==> config.mk <==
export PLATFORM = sky130hd
export DESIGN_NAME = caliptra_fpga_clk_step_ctrl_flat
export DESIGN_NICKNAME = d
export VERILOG_FILES = /design/src/rtl/caliptra_fpga_clk_step_ctrl_if.sv /design/src/rtl/caliptra_fpga_clk_step_ctrl.sv /design/src/flat_wrapper.sv
export SDC_FILE = /design/constraint.sdc
export NUM_CORES = 1
export LEC_CHECK = 0
export ABC_AREA = 1
export BUFFER_PORTS_ARGS = -buffer_cell sky130_fd_sc_hd__buf_2
export CORE_ASPECT_RATIO = 0.8
export CORE_UTILIZATION = 62
export CTS_BUF_LIST = sky130_fd_sc_hd__clkbuf_8
export CTS_CLUSTER_SIZE = 8
export DETAILED_ROUTE_END_ITERATION = 8
export MAX_ROUTING_LAYER = met4
export PLACE_DENSITY = 0.93
export SLEW_MARGIN = 20
export SYNTH_ARGS = -nofsm -noshare
export SYNTH_HDL_FRONTEND = slang
export SYNTH_SLANG_ARGS = --single-unit
export TNS_END_PERCENT = 1
==> constraint.sdc <==
create_clock -name aclk -period 7.4 [get_ports aclk]
set_input_delay 1.11 -clock aclk [delete_from_list [all_inputs] [get_ports aclk]]
set_output_delay 1.11 -clock aclk [all_outputs]
set_load 0.005 [all_outputs]
==> src/rtl/caliptra_fpga_clk_step_ctrl_if.sv <==
// Host-side control/status bundle for the clock step controller.
// master: register block (drives go/mode/count/masks, reads status)
// slave : the controller itself
`timescale 1ns/1ps
interface caliptra_fpga_clk_step_ctrl_if #(
    parameter int unsigned NUM_CH  = 2,
    parameter int unsigned CNT_W   = 32,
    parameter int unsigned STAMP_W = 64
);
    logic                go_i;
    logic [1:0]          mode_i;
    logic [CNT_W-1:0]    cycle_count_i;
    logic [NUM_CH-1:0]   ch_mask_i;
    logic [NUM_CH-1:0]   trig_i;
    logic [NUM_CH-1:0]   trig_mask_i;
    logic                stop_i;
    logic                cnt_clr_i;
    logic [NUM_CH-1:0]   clk_en_o;
    logic                busy_o;
    logic                done_o;
    logic [1:0]          reason_o;
    logic [CNT_W-1:0]    cycles_left_o;
    logic [STAMP_W-1:0]  en_cycles_o;
    logic                go_err_o;

    modport master (
        output go_i, mode_i, cycle_count_i, ch_mask_i, trig_i, trig_mask_i, stop_i, cnt_clr_i,
        input  clk_en_o, busy_o, done_o, reason_o, cycles_left_o, en_cycles_o, go_err_o
    );

    modport slave (
        input  go_i, mode_i, cycle_count_i, ch_mask_i, trig_i, trig_mask_i, stop_i, cnt_clr_i,
        output clk_en_o, busy_o, done_o, reason_o, cycles_left_o, en_cycles_o, go_err_o
    );
endinterface

==> src/rtl/caliptra_fpga_clk_step_ctrl.sv <==
// Single-step / free-run clock-enable controller for the FPGA sync wrapper.
// Drives NUM_CH registered enables into glitch-free clock gates, with count,
// trigger and host-abort halts plus a sticky halt-reason status.
// Ports:
//   aclk - free-running clock (posedge)
//   rst  - asynchronous active-high reset
//   bus  - control/status bundle (slave side): go/mode/count/masks/trig/stop/clear
//          in; clk_en/busy/done/reason/cycles_left/en_cycles/go_err out
`timescale 1ns/1ps
module caliptra_fpga_clk_step_ctrl #(
    parameter int unsigned NUM_CH  = 2,
    parameter int unsigned CNT_W   = 32,
    parameter int unsigned STAMP_W = 64
) (
    input  logic                          aclk,
    input  logic                          rst,
    caliptra_fpga_clk_step_ctrl_if.slave  bus
);

    localparam int unsigned REASON_W = 2;
    localparam logic [REASON_W-1:0] RSN_COUNT = REASON_W'(1);
    localparam logic [REASON_W-1:0] RSN_TRIG  = REASON_W'(2);
    localparam logic [REASON_W-1:0] RSN_STOP  = REASON_W'(3);

    typedef enum logic {S_IDLE, S_RUN} state_e;

    state_e              state_q, state_d;
    logic [NUM_CH-1:0]   clk_en_q, clk_en_d;
    logic [NUM_CH-1:0]   trig_mask_q, trig_mask_d;
    logic                free_q, free_d;
    logic                trig_mode_q, trig_mode_d;
    logic [CNT_W-1:0]    left_q, left_d;
    logic                done_q, done_d;
    logic [REASON_W-1:0] reason_q, reason_d;
    logic                busy_q, busy_d;
    logic                go_err_q, go_err_d;
    logic [STAMP_W-1:0]  en_cyc_q;

    logic halt_stop, halt_trig, halt_cnt;

    // Halt sources evaluated in a RUN cycle; the cycle itself still counts as enabled.
    always_comb begin
        halt_stop = bus.stop_i;
        halt_trig = trig_mode_q && (|(bus.trig_i & trig_mask_q));
        halt_cnt  = !free_q && (left_q == CNT_W'(1));
    end

    // Next-state and next-output logic.
    always_comb begin
        state_d     = state_q;
        clk_en_d    = clk_en_q;
        trig_mask_d = trig_mask_q;
        free_d      = free_q;
        trig_mode_d = trig_mode_q;
        left_d      = left_q;
        done_d      = 1'b0;
        reason_d    = reason_q;
        go_err_d    = go_err_q;

        case (state_q)
            S_IDLE: begin
                if (bus.go_i) begin
                    free_d      = bus.mode_i[0];
                    trig_mode_d = bus.mode_i[1];
                    trig_mask_d = bus.trig_mask_i;
                    go_err_d    = 1'b0;
                    if (!bus.mode_i[0] && (bus.cycle_count_i == '0)) begin
                        // Zero-length step: report completion without ever enabling.
                        done_d   = 1'b1;
                        reason_d = RSN_COUNT;
                        left_d   = '0;
                    end else begin
                        state_d  = S_RUN;
                        clk_en_d = bus.ch_mask_i;
                        left_d   = bus.mode_i[0] ? '0 : bus.cycle_count_i;
                    end
                end
            end
            S_RUN: begin
                if (bus.go_i) begin
                    go_err_d = 1'b1;
                end
                if (!free_q) begin
                    left_d = left_q - CNT_W'(1);
                end
                if (halt_stop || halt_trig || halt_cnt) begin
                    state_d  = S_IDLE;
                    clk_en_d = '0;
                    done_d   = 1'b1;
                    reason_d = halt_stop ? RSN_STOP : (halt_trig ? RSN_TRIG : RSN_COUNT);
                end
            end
            default: begin
                state_d  = S_IDLE;
                clk_en_d = '0;
            end
        endcase

        busy_d = (state_d == S_RUN);
    end

    // State and registered outputs.
    always_ff @(posedge aclk or posedge rst) begin
        if (rst) begin
            state_q     <= S_IDLE;
            clk_en_q    <= '0;
            trig_mask_q <= '0;
            free_q      <= 1'b0;
            trig_mode_q <= 1'b0;
            left_q      <= '0;
            done_q      <= 1'b0;
            reason_q    <= '0;
            busy_q      <= 1'b0;
            go_err_q    <= 1'b0;
        end else begin
            state_q     <= state_d;
            clk_en_q    <= clk_en_d;
            trig_mask_q <= trig_mask_d;
            free_q      <= free_d;
            trig_mode_q <= trig_mode_d;
            left_q      <= left_d;
            done_q      <= done_d;
            reason_q    <= reason_d;
            busy_q      <= busy_d;
            go_err_q    <= go_err_d;
        end
    end

    // Enabled-cycle stamp; clear takes precedence over a same-cycle increment.
    always_ff @(posedge aclk or posedge rst) begin
        if (rst) begin
            en_cyc_q <= '0;
        end else if (bus.cnt_clr_i) begin
            en_cyc_q <= '0;
        end else if (|clk_en_q) begin
            en_cyc_q <= en_cyc_q + STAMP_W'(1);
        end
    end

    assign bus.clk_en_o      = clk_en_q;
    assign bus.busy_o        = busy_q;
    assign bus.done_o        = done_q;
    assign bus.reason_o      = reason_q;
    assign bus.cycles_left_o = left_q;
    assign bus.en_cycles_o   = en_cyc_q;
    assign bus.go_err_o      = go_err_q;

endmodule
==> src/flat_wrapper.sv <==
// flat-port wrapper written by rule: the top's interface ports become plain ports
module caliptra_fpga_clk_step_ctrl_flat 
#(
    parameter int unsigned NUM_CH  = 2,
    parameter int unsigned CNT_W   = 32,
    parameter int unsigned STAMP_W = 64
)
  (aclk, rst, bus_go_i, bus_mode_i, bus_cycle_count_i, bus_ch_mask_i, bus_trig_i, bus_trig_mask_i, bus_stop_i, bus_cnt_clr_i, bus_clk_en_o, bus_busy_o, bus_done_o, bus_reason_o, bus_cycles_left_o, bus_en_cycles_o, bus_go_err_o);
  caliptra_fpga_clk_step_ctrl_if #(.NUM_CH(NUM_CH), .CNT_W(CNT_W), .STAMP_W(STAMP_W)) bus_i ();
  input  logic aclk;
  input  logic rst;
  input wire logic [$bits(bus_i.go_i)-1:0] bus_go_i;
  input wire logic [$bits(bus_i.mode_i)-1:0] bus_mode_i;
  input wire logic [$bits(bus_i.cycle_count_i)-1:0] bus_cycle_count_i;
  input wire logic [$bits(bus_i.ch_mask_i)-1:0] bus_ch_mask_i;
  input wire logic [$bits(bus_i.trig_i)-1:0] bus_trig_i;
  input wire logic [$bits(bus_i.trig_mask_i)-1:0] bus_trig_mask_i;
  input wire logic [$bits(bus_i.stop_i)-1:0] bus_stop_i;
  input wire logic [$bits(bus_i.cnt_clr_i)-1:0] bus_cnt_clr_i;
  output wire logic [$bits(bus_i.clk_en_o)-1:0] bus_clk_en_o;
  output wire logic [$bits(bus_i.busy_o)-1:0] bus_busy_o;
  output wire logic [$bits(bus_i.done_o)-1:0] bus_done_o;
  output wire logic [$bits(bus_i.reason_o)-1:0] bus_reason_o;
  output wire logic [$bits(bus_i.cycles_left_o)-1:0] bus_cycles_left_o;
  output wire logic [$bits(bus_i.en_cycles_o)-1:0] bus_en_cycles_o;
  output wire logic [$bits(bus_i.go_err_o)-1:0] bus_go_err_o;
  assign bus_i.go_i = bus_go_i;
  assign bus_i.mode_i = bus_mode_i;
  assign bus_i.cycle_count_i = bus_cycle_count_i;
  assign bus_i.ch_mask_i = bus_ch_mask_i;
  assign bus_i.trig_i = bus_trig_i;
  assign bus_i.trig_mask_i = bus_trig_mask_i;
  assign bus_i.stop_i = bus_stop_i;
  assign bus_i.cnt_clr_i = bus_cnt_clr_i;
  assign bus_clk_en_o = bus_i.clk_en_o;
  assign bus_busy_o = bus_i.busy_o;
  assign bus_done_o = bus_i.done_o;
  assign bus_reason_o = bus_i.reason_o;
  assign bus_cycles_left_o = bus_i.cycles_left_o;
  assign bus_en_cycles_o = bus_i.en_cycles_o;
  assign bus_go_err_o = bus_i.go_err_o;
  caliptra_fpga_clk_step_ctrl #(.NUM_CH(NUM_CH), .CNT_W(CNT_W), .STAMP_W(STAMP_W)) u_core (.aclk(aclk), .rst(rst), .bus(bus_i));
endmodule
======== Word level (Yosys, flattened, before mapping) ========
Cells that the tools add are included.
cells by class
  add/sub/neg operators ................... 2
  equality and inequality tests ........... 7
  muxes and demuxes ....................... 28
  bitwise logic cells ..................... 2
  reductions and logical operators ........ 16
operators with widths
  operator                                                number
  2-to-1 mux 32 bit                                       4
  2-to-1 mux 64 bit                                       2
  adder 64 x 1 -> 64 bit (second input constant)          1
  one-hot mux 32 bit (2 select lines)                     1
  == test 32 x 1 -> 1 bit (second input constant)         1
  logical NOT 32 bit                                      1
  subtractor 32 x 1 -> 32 bit (second input constant)     1
  2-to-1 mux 2 bit                                        8
  inequality test 2 bit (second input constant)           5
  2-to-1 mux 1 bit                                        8
  one-hot mux 2 bit (2 select lines)                      2
  one-hot mux 1 bit (2 select lines)                      3
  AND reduction 2 bit                                     3
  AND reduction 3 bit                                     2
  OR reduction 2 bit                                      2
  logical AND 1 bit                                       3
  AND 2 bit                                               1
  logical NOT 1 bit                                       2
  logical OR 1 bit                                        2
  inequality test 2 x 1 -> 1 bit (second input constant)  1
  nonzero test 2 bit                                      1
  NOT 1 bit                                               1
storage, ports and cells
  register bits after elaboration ......... 107
  bits of input ports ..................... 45
  output and inout port bits .............. 103
  word-level logic and storage cells ...... 65

======== Depth between registers and ports, before layout ========
Gate-level depths: netlist (run 1).
  word-level depth ........................ 7
  mapped depth ............................ 12
  gate-level depth less buffers ........... 12

======== Worst setup path after synthesis (run 1) ========
OpenSTA, ideal clock, no wires.
  kind .................................... input to register
  start ................................... input port bus_go_i
  end ..................................... register u_core.left_q[24], in the netlist u_core.bus.cycles_left_o[24]
  setup time .............................. 126 ps
  arrival ................................. 1,979 ps
  data required time ...................... 7,274 ps
  path slack .............................. 5,295 ps
  stages .................................. 8
  path buffers ............................ 1
  cells stage by stage .................... inv_1 > nor2_1 > inv_2 > nand2_1 > clkbuf_1 > nand2_1 > inv_1 > a21oi_1
on the way
  cells in the longest elaborated chain, start to end .. 2
RTL lines
  what                             line                                source
  start, declared                  flat_wrapper.sv:12                  input wire logic [$bits(bus_i.go_i)-1:0] bus_go_i;
  inequality test 2 bit (no line)  n/a
  AND reduction 2 bit (no line)    n/a
  end signal, assigned             caliptra_fpga_clk_step_ctrl.sv:121  left_q <= left_d;
  end, declared                    caliptra_fpga_clk_step_ctrl.sv:32   logic [CNT_W-1:0] left_q, left_d;
No other way between the ends.
A chain may end at the register's enable or synchronous reset.

======== Final worst setup path (run 1) ========
  start ................................... input port bus_cnt_clr_i
  end ..................................... register u_core.en_cyc_q[18], in the netlist u_core.bus.en_cycles_o[18]
on the way
  cells in the longest elaborated chain, start to end .. 1
  elaborated cells between the ends (all ways) .. 2
  those cells by class .................... mux: 1; reduce/logical: 1
RTL lines
  what                                                     line                                source
  start, declared                                          flat_wrapper.sv:19                  input wire logic [$bits(bus_i.cnt_clr_i)-1:0] bus_cnt_clr_i;
  2-to-1 mux 64 bit or nonzero test 2 bit (tied branches)  n/a
  end signal, assigned                                     caliptra_fpga_clk_step_ctrl.sv:136  en_cyc_q <= en_cyc_q + STAMP_W'(1);
  end, declared                                            caliptra_fpga_clk_step_ctrl.sv:37   logic [STAMP_W-1:0] en_cyc_q;
Several ways; a longest one is shown, not always the timed one.

==> results.json, run 1 <==
{
  "clock_sinks": 107,
  "final_min_period_over_clock_period_pct": 43.1,
  "dp_slack_ns": 3.90,
  "mappedNetlistNets": 1182,
  "unrepaired_setup_endpoints_after_global_routing": "no",
  "diodes": 0,
  "crit_path_class": "primary input to flip-flop",
  "post-dp-hpwl_um": 16900,
  "design.portCount": 148,
  "power.sequential.fraction_pct": 44.3,
  "final_layout_size_suffix_gt1_share_pct": 15.7,
  "die_w_um": 122,
  "synth.ff_latch_count": 107,
  "hold_viol": 0,
  "timing.hold.worst.class": "flip-flop to flip-flop",
  "run_status": "finished clean",
  "cts_setup_buffers": 0,
  "p_sw_share_pct": 43.7,
  "post_synth_inst_count": 1134,
  "comb_power_share_pct": 36.7,
  "grt_overflow": 0,
  "h-tree-depth": 3,
  "synthesis.area_sq_um": 7150,
  "final_common_cell": "sky130_fd_sc_hd__nand2_1",
  "nNetsFinal": 1319,
  "total_number_of_vias": 8195,
  "worstPathBufferInverterCount": 3,
  "cts_repair_resize_count": 0,
  "peakVddDrop_uv": 197,
  "fp.coreArea_sq_um": 11100,
  "avgRoutedWirePerCell_um": 15.7,
  "antenna_violations_before_repair": 0,
  "postRouteWirelength_um": 22300,
  "drtAntennaViolNets": 0,
  "routed_via_density": 5.77,
  "grt_pass1_vias": 7275,
  "wire_length_of_the_first_global_routing_pass_um": 35900,
  "cts-root-to-sink-buffers": 2,
  "synth.avg_cell_area_sq_um": 6.31,
  "critical_path_peak_fanout": 52,
  "relative_contribution_of_the_clock_network_to_total_power_pct": 19.1,
  "floorplan.die.height_um": 98.1,
  "post_dp_cell_area_sq_um": 7990,
  "end_kind": "flip-flop",
  "maximum_number_of_pins_on_one_net_before_global_route_repair": 82,
  "timing.critical_path.slowest_cell_delay_ns": 0.54,
  "clock_latency_ns": 0.40,
  "worst_path_dominant_cell_family": "simple AND/OR/NAND/NOR gates",
  "layout.cell_area.non_filler_sq_um": 8170,
  "rows": 34,
  "setup_total_negative_slack_ns": 0,
  "area_growth_syn_to_layout_pct": 14.3,
  "net-switching-power_uw": 803,
  "hold_buffer_count_at_cts": 0,
  "cellInternalPower_uw": 1040,
  "worstPathRequired_ns": 7.70,
  "fmax_mhz": 313,
  "r2r_slack_ns": 4.93,
  "tightestPinTransition_ns": 1.10,
  "yosysWarnings": 0,
  "least_setup_slack_across_all_paths_after_layout_ns": 4.21,
  "time_the_worst_path_needs_with_i_o_delays_and_setup_ns": 3.19,
  "clock_tree_from_tritoncts": "done",
  "cts.clk_slew.worst_paths_ns": 0.11,
  "drtIter0Drc": 969,
  "yosysSeqAreaShare_pct": 37.4,
  "postLayoutCoreUtil_pct": 73.9,
  "timing.critical_path.from_type": "primary input",
  "placement.io_buffers": 147,
  "sequence_of_cells_on_the_critical_path": "buf_2 > inv_2 > nand2_2 > inv_1 > nor3_1 > nand2_1 > o21ai_0 > a21oi_1",
  "power.density_cell_area_nw_per_um2": 225,
  "drt_pass1_iterations": 6,
  "leak_uw": 0.00413,
  "finalClockSkew_ns": 0.00958,
  "drc_errors": 0,
  "final-max-slew-violation-count": 0,
  "final_cell_mix": "sky130_fd_sc_hd__nand2_1, sky130_fd_sc_hd__nor2_1, sky130_fd_sc_hd__buf_2",
  "gp_congestion": 0.985,
  "worst_path_max_delay_cell": "sky130_fd_sc_hd__nand2_2",
  "setup_viol": 0,
  "synthDistinctLibCells": 36,
  "total_clock_buffers_created_by_cts": 9,
  "cts_root_buffer": "sky130_fd_sc_hd__clkbuf_8",
  "drv_cap": 0,
  "initial_utilization_pct": 64.7,
  "gr_util_all_layers_pct": 39.5,
  "max_slew_margin_pct": 26.4,
  "worst_ep_arrival_time_ns": 3.49,
  "floorplan.die_area_sq_um": 12000
}
==> cells by family (layout without fill, tap and decap cells) <==
kind of cell             count (synthesis)  after routing  synth area share, %
flip-flops                             107            107                 37.4
adder cells (fa/ha/maj)                  3              3                0.525
buffers and inverters                  159            301                 8.52
AND/OR/NAND/NOR                        732            732                 43.5
AO/OA/AOI/OAI                          133            133                 10.1
==> synth_stat cells <==
| cell type | instances | area [sq um] |
|---|---|---|
| sky130_fd_sc_hd__nand2_1 | 309 | 1160 |
| sky130_fd_sc_hd__nor2_1 | 235 | 882 |
| sky130_fd_sc_hd__inv_1 | 131 | 492 |
| sky130_fd_sc_hd__dfrtp_1 | 107 | 2680 |
| sky130_fd_sc_hd__nand3_1 | 106 | 531 |
| sky130_fd_sc_hd__a21oi_1 | 54 | 270 |
| sky130_fd_sc_hd__o21ai_0 | 47 | 235 |
| sky130_fd_sc_hd__nor3_1 | 24 | 120 |
| sky130_fd_sc_hd__clkbuf_1 | 17 | 63.8 |
| sky130_fd_sc_hd__nor2_2 | 15 | 93.8 |
| sky130_fd_sc_hd__nand4_1 | 14 | 87.6 |
| sky130_fd_sc_hd__a31oi_1 | 8 | 50.1 |
| sky130_fd_sc_hd__nor3b_1 | 5 | 37.5 |
| sky130_fd_sc_hd__o21ai_1 | 5 | 25.0 |
| sky130_fd_sc_hd__o22ai_1 | 5 | 31.3 |
| sky130_fd_sc_hd__buf_2 | 4 | 20.0 |
| sky130_fd_sc_hd__inv_2 | 4 | 15.0 |
| sky130_fd_sc_hd__nand3b_1 | 4 | 30.0 |
| sky130_fd_sc_hd__nor3_2 | 4 | 40.0 |
| sky130_fd_sc_hd__a22oi_1 | 3 | 22.5 |
| sky130_fd_sc_hd__and3_1 | 3 | 18.8 |
| sky130_fd_sc_hd__ha_1 | 3 | 37.5 |
| sky130_fd_sc_hd__nand2_2 | 3 | 18.8 |
| sky130_fd_sc_hd__nand3_2 | 3 | 30.0 |
| sky130_fd_sc_hd__nor2_4 | 3 | 33.8 |
| sky130_fd_sc_hd__o21a_1 | 3 | 22.5 |
| sky130_fd_sc_hd__o21bai_1 | 3 | 22.5 |
| sky130_fd_sc_hd__and2_1 | 2 | 12.5 |
| sky130_fd_sc_hd__buf_1 | 2 | 7.51 |
| sky130_fd_sc_hd__o31ai_1 | 2 | 15.0 |
| sky130_fd_sc_hd__a21boi_0 | 1 | 7.51 |
| sky130_fd_sc_hd__a22o_1 | 1 | 8.76 |
| sky130_fd_sc_hd__a311oi_1 | 1 | 8.76 |
| sky130_fd_sc_hd__buf_6 | 1 | 11.3 |
| sky130_fd_sc_hd__nor4_1 | 1 | 6.26 |
| sky130_fd_sc_hd__or3_1 | 1 | 6.26 |
==> stage by stage <==
step | total power (uW) | cells | hold WS [ns]
4_1_cts | 1820 | 1420 | 0.479
5_1_grt | 1960 | 1420 | 0.521
3_5_place_dp | 1470 | 1404 | 0.452
3_3_place_gp | 1440 | 1404 | 0.447
6_report | 1840 | 1420 | 0.472
2_1_floorplan | 1230 | 1134 | 0.436
==> power by group through the flow <==
stage / clock (uW) / combinational (uW) / sequential (uW)
2_1_floorplan: 0 / 431 / 795
3_3_place_gp: 0 / 627 / 815
3_5_place_dp: 0 / 653 / 817
4_1_cts: 351 / 658 / 807
5_1_grt: 378 / 753 / 826
6_report: 351 / 674 / 814
==> layer usage <==
metal,vias up,global-route usage [%],routed length (um)
met4,0,11.4,470
met3,62,11.2,3060
li1,3902,-,-
met1,3678,56.0,9410
met5,-,-,0
met2,553,54.7,9390
==> area by class of cell <==
class / instances / area (sq um)
clock buffer: 9 / 124
clock inverter: 7 / 53.8
fill: 957 / 2890
inverter: 135 / 509
multi-input combinational: 868 / 3860
sequential: 107 / 2680
tap: 144 / 180
timing repair buffer: 150 / 762
==> worst reg2reg max path: cells and delay by family, from the launching register on <==
family          cells  cell delay, ns
buf+inv             3            0.90
simple gates        3            0.69
compound gates      3            0.40
flops               1            0.39
==> registers in the layout, indices dropped and copies added (netlist names) <==
register	flops
u_core.state_q	1
u_core.bus.en_cycles_o	64
u_core.bus.reason_o	2
u_core.bus.done_o	1
u_core.free_q	1
u_core.bus.cycles_left_o	32
u_core.trig_mask_q	2
u_core.bus.go_err_o	1
u_core.trig_mode_q	1
u_core.bus.clk_en_o	2
==> worst paths after layout <==
path	start	end	cells past startpoint
setup reg to reg	u_core.state_q	u_core.bus.cycles_left_o[12]	9
setup / recovery	bus_cnt_clr_i	u_core.bus.en_cycles_o[18]	8
hold / removal	u_core.trig_mode_q	u_core.trig_mode_q	2
max in group asynchronous	rst	u_core.bus.cycles_left_o[13]	3
hold reg to reg	u_core.trig_mode_q	u_core.trig_mode_q	2
min in group asynchronous	rst	u_core.bus.cycles_left_o[22]	2
Note: power is estimated with default switching activity, not from simulation.
==> inputs of run 2 (changes only) <==
--- a/config.mk
+++ b/config.mk
@@ -8,12 +8,12 @@
 export ABC_AREA = 1
 export BUFFER_PORTS_ARGS = -buffer_cell sky130_fd_sc_hd__buf_2
 export CORE_ASPECT_RATIO = 0.8
-export CORE_UTILIZATION = 62
+export CORE_UTILIZATION = 52
 export CTS_BUF_LIST = sky130_fd_sc_hd__clkbuf_8
 export CTS_CLUSTER_SIZE = 8
 export DETAILED_ROUTE_END_ITERATION = 8
 export MAX_ROUTING_LAYER = met4
-export PLACE_DENSITY = 0.93
+export PLACE_DENSITY = 0.83
 export SLEW_MARGIN = 20
 export SYNTH_ARGS = -nofsm -noshare
 export SYNTH_HDL_FRONTEND = slang
==> constraint.sdc (replaced) <==
create_clock -name aclk -period 2.75 [get_ports aclk]
set_input_delay 0.4125 -clock aclk [delete_from_list [all_inputs] [get_ports aclk]]
set_output_delay 0.4125 -clock aclk [all_outputs]
set_load 0.005 [all_outputs]
==> run 2 against run 1 <==
  * Combinational power grew to 2.7 times the previous value
  * Highest routed layer unchanged
  * Clock power grew to 2.8 times the previous value
  * Hold slack lost 0.37 ns
  * Count of clock-buffer cells in the layout grew 1
  * Utilization shrank 11 points
  * Clock skew grew 0.0029 ns
==> results.json, run 2 (same netlist as run 1, synthesis figures left out) <==
{
  "run_status": "finished clean",
  "relative_contribution_of_the_clock_network_to_total_power_pct": 19.7,
  "h-tree-depth": 3,
  "drtIter0Drc": 851,
  "rows": 37,
  "maximum_number_of_pins_on_one_net_before_global_route_repair": 62,
  "timing.critical_path.from_type": "flip-flop",
  "p_sw_share_pct": 43.4,
  "final_layout_size_suffix_gt1_share_pct": 16.0,
  "postRouteWirelength_um": 22800,
  "die_w_um": 133,
  "design.portCount": 148,
  "drc_errors": 0,
  "total_clock_buffers_created_by_cts": 9,
  "post-dp-hpwl_um": 17500,
  "tightestPinTransition_ns": 0.703,
  "cts_repair_resize_count": 0,
  "area_growth_syn_to_layout_pct": 15.7,
  "final_min_period_over_clock_period_pct": 75.2,
  "r2r_slack_ns": 0.68,
  "post_dp_cell_area_sq_um": 8090,
  "leak_uw": 0.00416,
  "unrepaired_setup_endpoints_after_global_routing": "no",
  "cellInternalPower_uw": 2830,
  "antenna_violations_before_repair": 0,
  "crit_path_class": "flip-flop to flip-flop",
  "comb_power_share_pct": 36.1,
  "hold_buffer_count_at_cts": 0,
  "setup_total_negative_slack_ns": 0,
  "nNetsFinal": 1325,
  "worstRegToRegCells": 11,
  "clock_tree_from_tritoncts": "done",
  "initial_utilization_pct": 54.4,
  "final_cell_mix": "sky130_fd_sc_hd__nand2_1, sky130_fd_sc_hd__nor2_1, sky130_fd_sc_hd__buf_2",
  "setup_viol": 0,
  "nFillCells": 1275,
  "end_kind": "flip-flop",
  "fmax_mhz": 484,
  "net-switching-power_uw": 2160,
  "floorplan.die.height_um": 107,
  "gr_util_all_layers_pct": 34.3,
  "reg2reg_from": "u_core.bus.en_cycles_o[1]",
  "drv_cap": 0,
  "floorplan.die_area_sq_um": 14200,
  "cts_setup_buffers": 0,
  "worst_path_most_repeated_cell": "sky130_fd_sc_hd__nand2_1",
  "clock_sinks": 107,
  "worst_path_max_delay_cell": "sky130_fd_sc_hd__dfrtp_1",
  "wire_length_of_the_first_global_routing_pass_um": 37000,
  "diodes": 0,
  "power.density_cell_area_nw_per_um2": 603,
  "critical_path.reg2reg.endpoint": "u_core.bus.en_cycles_o[52]",
  "worstSetupStartpoint": "u_core.bus.en_cycles_o[1]",
  "drt_pass1_iterations": 5,
  "cts.clk_slew.worst_paths_ns": 0.11,
  "drtAntennaViolNets": 0,
  "max_slew_margin_pct": 53.1,
  "worstPathRequired_ns": 3.08,
  "final-max-slew-violation-count": 0,
  "layout.cell_area.non_filler_sq_um": 8280,
  "avgRoutedWirePerCell_um": 15.6,
  "placement.io_buffers": 147,
  "finalClockSkew_ns": 0.0125,
  "peakVddDrop_uv": 507,
  "timing.hold.worst.class": "primary input to asynchronous set/reset pin",
  "critical_path_peak_fanout": 6,
  "hold_viol": 0,
  "fp.coreArea_sq_um": 13100,
  "cts_root_buffer": "sky130_fd_sc_hd__clkbuf_8",
  "timing.critical_path.slowest_cell_delay_ns": 0.47,
  "grt_overflow": 0,
  "sequence_of_cells_on_the_critical_path": "ha_1 > nand2_1 > nor2_2 > nand2_2 > nor2_1 > nand2_1 > nor2_1 > nand3_1 > nand2_1 > nand2_1 > nor2_1",
  "routed_via_density": 5.54,
  "total_number_of_vias": 8074,
  "time_the_worst_path_needs_with_i_o_delays_and_setup_ns": 2.07,
  "max_ffs_per_register": 64,
  "power.sequential.fraction_pct": 44.2,
  "clock_latency_ns": 0.40,
  "cts-root-to-sink-buffers": 2,
  "final_common_cell": "sky130_fd_sc_hd__nand2_1",
  "gp_congestion": 0.978,
  "worst_ep_arrival_time_ns": 2.40,
  "grt_pass1_vias": 7166
}
## run 2: cell count changes in the layout (fill, tap and decap cells not counted), sizes merged
cell      previous run  this run
buf                150       156
clkbuf               9        10
clkinv               4         3
clkinvlp             2         3
inv                136       135
## run 2: worst max-delay path by stage
| stage | to | depth (start not counted) |
|---|---|---|
| floorplan | u_core.bus.clk_en_o[0] | 1 |
| finish | u_core.bus.en_cycles_o[52] | 11 |
| global route | u_core.bus.en_cycles_o[52] | 11 |
| detailed placement | u_core.bus.en_cycles_o[18] | 8 |
| global placement | u_core.bus.en_cycles_o[18] | 8 |
| CTS | u_core.bus.en_cycles_o[38] | 8 |
## run 2: area by class of cell
cell class                 instances  area [sq um]  area share [%]
clock buffer                      10           138            1.66
clock inverter                     6          50.0           0.605
inverter                         135           510            6.17
multi-input combinational        868          3860            46.7
sequential                       107          2680            32.4
tap                              175           219            2.65
timing repair buffer             156           816            9.86
## run 2: through the flow
step	total power [uW]	setup WS [ns]	util (%)	cells	hold slack (ns)
after floorplan	3300	1.05	-	1134	0.436
after global placement	3940	0.579	61.5	1441	0.454
after detailed placement	3990	0.498	61.5	1441	0.457
after CTS	4960	0.663	62.9	1457	0.110
after global routing	5330	0.459	62.9	1457	0.141
final	4990	0.683	62.9	1457	0.102
## run 2: per-layer routing
layer	up-vias	part of all wire (%)	wire length, um	GRT usage (%)
met5	-	0	0	-
met4	0	1.0	238	6.66
met3	21	10	2310	8.61
met2	382	41	9350	47.2
met1	3751	48	10900	50.8
li1	3920	-	-	-
## run 2: power groups by stage
stage	clock [uW]	combinational (uW)	sequential [uW]
global placement	0	1720	2220
detailed placement	0	1770	2220
CTS	990	1770	2190
floorplan	0	1160	2140
global route	1050	2040	2240
finish	985	1800	2200
## run 2: worst max-delay path: cells and delay by family, from the launching register on
kind	cells	cell delay (ns)
and+or+nand+nor	10	1.33
DFF	1	0.47
adders and majority gates	1	0.21
==> inputs of run 3 (changes only) <==
--- a/config.mk
+++ b/config.mk
@@ -5,15 +5,15 @@
 export SDC_FILE = /design/constraint.sdc
 export NUM_CORES = 1
 export LEC_CHECK = 0
-export ABC_AREA = 1
+export ABC_AREA = 0
 export BUFFER_PORTS_ARGS = -buffer_cell sky130_fd_sc_hd__buf_2
 export CORE_ASPECT_RATIO = 0.8
-export CORE_UTILIZATION = 52
+export CORE_UTILIZATION = 51
 export CTS_BUF_LIST = sky130_fd_sc_hd__clkbuf_8
 export CTS_CLUSTER_SIZE = 8
 export DETAILED_ROUTE_END_ITERATION = 8
 export MAX_ROUTING_LAYER = met4
-export PLACE_DENSITY = 0.83
+export PLACE_DENSITY = 0.84
 export SLEW_MARGIN = 20
 export SYNTH_ARGS = -nofsm -noshare
 export SYNTH_HDL_FRONTEND = slang
==> constraint.sdc (replaced) <==
create_clock -name aclk -period 1.8 [get_ports aclk]
set_input_delay 0.27 -clock aclk [delete_from_list [all_inputs] [get_ports aclk]]
set_output_delay 0.27 -clock aclk [all_outputs]
set_load 0.005 [all_outputs]
==> run 3 against run 2 <==
  * The run now ends with negative setup slack left
  * Critical endpoint is now u_core.bus.cycles_left_o[6]
  * Sequential share of layout area down 2.8 points
  * Global-route usage down 0.75 points
  * Largest cell class unchanged
  * Largest power group is now combinational logic
  * Setup slack worse by 1.2 ns
  * Total power is 74% higher
==> results.json, run 3 <==
{
  "nNetsFinal": 1051,
  "final_common_cell": "sky130_fd_sc_hd__buf_4",
  "design.portCount": 148,
  "grt_pass1_vias": 6567,
  "ys_top_cells_by_area": "sky130_fd_sc_hd__dfrtp_1, sky130_fd_sc_hd__nor2_1, sky130_fd_sc_hd__nand2_1",
  "clock_sinks": 107,
  "crit_path_class": "flip-flop to flip-flop",
  "cts_root_buffer": "sky130_fd_sc_hd__clkbuf_8",
  "total_number_of_vias": 6879,
  "cts-root-to-sink-buffers": 2,
  "initial_utilization_pct": 53.1,
  "yosys_most_used_dff": "sky130_fd_sc_hd__dfrtp_1",
  "area_growth_syn_to_layout_pct": 46.6,
  "end_kind": "flip-flop",
  "placement.io_buffers": 147,
  "final_layout_size_suffix_gt1_share_pct": 45.1,
  "cts.clk_slew.worst_paths_ns": 0.11,
  "avgRoutedWirePerCell_um": 17.9,
  "worstRegToRegCells": 7,
  "run_status": "finished, violations left",
  "final_cell_mix": "sky130_fd_sc_hd__buf_4, sky130_fd_sc_hd__buf_2, sky130_fd_sc_hd__dfrtp_1",
  "final_min_period_over_clock_period_pct": 129,
  "setup_viol": 70,
  "fraction_of_post_synthesis_cell_area_in_the_top_cell_type_by_area_pct": 43.3,
  "finalClockSkew_ns": 0.0108,
  "fp.coreArea_sq_um": 11600,
  "mappedNetlistNets": 716,
  "gr_util_all_layers_pct": 33.6,
  "tightestPinTransition_ns": 0.730,
  "clock_latency_ns": 0.37,
  "yosysSeqAreaShare_pct": 43.3,
  "die_w_um": 125,
  "timing.critical_path.from_type": "flip-flop",
  "peakVddDrop_uv": 690,
  "max_ffs_per_register": 64,
  "leak_uw": 0.00437,
  "worstPathRequired_ns": 2.11,
  "violations": "negative setup slack",
  "maximum_number_of_pins_on_one_net_before_global_route_repair": 70,
  "grt_overflow": 0,
  "synth.ff_latch_count": 107,
  "antenna_violations_before_repair": 1,
  "time_the_worst_path_needs_with_i_o_delays_and_setup_ns": 2.32,
  "timing.hold.worst.class": "primary input to flip-flop",
  "h-tree-depth": 3,
  "postRouteWirelength_um": 20700,
  "routed_via_density": 5.95,
  "power.density_cell_area_nw_per_um2": 956,
  "hold_viol": 0,
  "drtAntennaViolNets": 0,
  "total_clock_buffers_created_by_cts": 9,
  "floorplan.die.height_um": 100,
  "final_cells": 1157,
  "yosysWarnings": 0,
  "cell_with_the_most_instances_after_synthesis": "sky130_fd_sc_hd__dfrtp_1",
  "synthesis.area_sq_um": 6180,
  "post-dp-hpwl_um": 14600,
  "whs_path_depth": 3,
  "fmax_mhz": 430,
  "synth.avg_cell_area_sq_um": 9.25,
  "p_total_uw": 8660,
  "numPlacedInstances": 1136,
  "worst_ep_arrival_time_ns": 2.63,
  "unrepaired_setup_endpoints_after_global_routing": "yes",
  "synth_area_leader_cell": "sky130_fd_sc_hd__dfrtp_1",
  "post_synth_inst_count": 668,
  "gp_congestion": 0.969,
  "synthDistinctLibCells": 67,
  "hold_path_end": "u_core.trig_mask_q[0]",
  "reg2reg_from": "u_core.bus.cycles_left_o[2]",
  "rows": 35,
  "wire_length_of_the_first_global_routing_pass_um": 32400,
  "drc_errors": 0,
  "final-max-slew-violation-count": 0,
  "synth.top_cells.by_count": "sky130_fd_sc_hd__dfrtp_1, sky130_fd_sc_hd__nor2_1, sky130_fd_sc_hd__nand2_1",
  "drt_pass1_iterations": 7,
  "max_slew_margin_pct": 51.3,
  "postLayoutCoreUtil_pct": 77.8,
  "drtIter0Drc": 663,
  "share_of_flip_flops_with_an_asynchronous_set_or_reset_after_synthesis_pct": 100,
  "floorplan.die_area_sq_um": 12600,
  "critical_path_peak_fanout": 6,
  "r2r_slack_ns": -0.52,
  "worstSetupStartpoint": "u_core.bus.cycles_left_o[2]",
  "clock_tree_from_tritoncts": "done",
  "drv_cap": 0,
  "hp-start": "bus_trig_mask_i[0]",
  "number_of_synthesized_flops_with_an_enable_pin": 0,
  "least_setup_slack_across_all_paths_after_layout_ns": -0.524,
  "critical_path.reg2reg.endpoint": "u_core.bus.cycles_left_o[6]"
}
## run 3: what timing repair did
item | 4_1_cts | 5_1_grt
pin swaps | 37 | 10
setup endpoints to repair | 69 | 80
hold buffers | 1 | 0
gates resized for setup | 27 | 33
buffers inserted | 0 | 3
cloned | 0 | 0
hold endpoints to repair | 11 | 0
## run 3: stage by stage
stage | worst slack (ns) | hold WS [ns] | TNS, ns | instance area, sq um
floorplan | -0.597 | 0.375 | -14.56 | 6190
detailed placement | -0.499 | 0.255 | -19.09 | 8570
global route | -0.546 | 0.0813 | -23.87 | 9060
finish | -0.524 | 0.0836 | -18.49 | 9060
global placement | -0.482 | 0.251 | -15.59 | 8570
CTS | -0.449 | 0.0694 | -14.29 | 8870
## run 3: worst max-delay path by stage
stage	endpoint	slack, ns
CTS	u_core.bus.cycles_left_o[13]	-0.45
global route	u_core.bus.cycles_left_o[6]	-0.55
finish	u_core.bus.cycles_left_o[6]	-0.52
floorplan	u_core.bus.cycles_left_o[13]	-0.60
detailed placement	u_core.bus.cycles_left_o[13]	-0.50
global placement	u_core.bus.cycles_left_o[13]	-0.48
## run 3: layout make-up
class	instances	area, sq um
Sequential cell	107	2680
Tap cell	148	185
Fill cell	745	2580
Clock inverter	7	43.8
Antenna cell	1	2.50
Inverter	21	86.3
Multi-Input combinational cell	506	3550
Timing Repair Buffer	358	2390
Clock buffer	9	124
## run 3: report_power, final
| part | internal (uW) | switching [uW] | total [uW] |
|---|---|---|---|
| logic | 2090 | 2150 | 4240 |
| clock network | 503 | 860 | 1360 |
| registers | 2790 | 271 | 3060 |
| total | 5380 | 3280 | 8660 |
## run 3: cells by family (layout without fill, tap and decap cells)
family,count (synthesis),after routing,synth area share [%]
AO/OA/AOI/OAI,120,120,13.5
buffers and inverters,55,395,3.60
multiplexers,16,16,2.79
XOR/XNOR,42,42,5.95
other,0,1,0
adder cells (fa/ha/maj),3,3,0.607
flip-flops,107,107,43.3
AND/OR/NAND/NOR,325,325,30.2
## run 3: critical path: stages (launching register included)
cell and delay (ns):
sky130_fd_sc_hd__dfrtp_1 0.39, sky130_fd_sc_hd__buf_4 0.13, sky130_fd_sc_hd__buf_4 0.14, sky130_fd_sc_hd__or4b_4 0.57, sky130_fd_sc_hd__buf_4 0.17, sky130_fd_sc_hd__or4_2 0.56
sky130_fd_sc_hd__a21oi_2 0.17, sky130_fd_sc_hd__a221o_2 0.12
## run 3: layer usage
layer	vias to the layer above	track usage [%]	part of all wire [%]
met5	-	-	0
li1	3145	-	-
met1	3333	43.5	42
met3	53	7.86	8.1
met2	348	52.1	47
met4	0	11.5	2.3
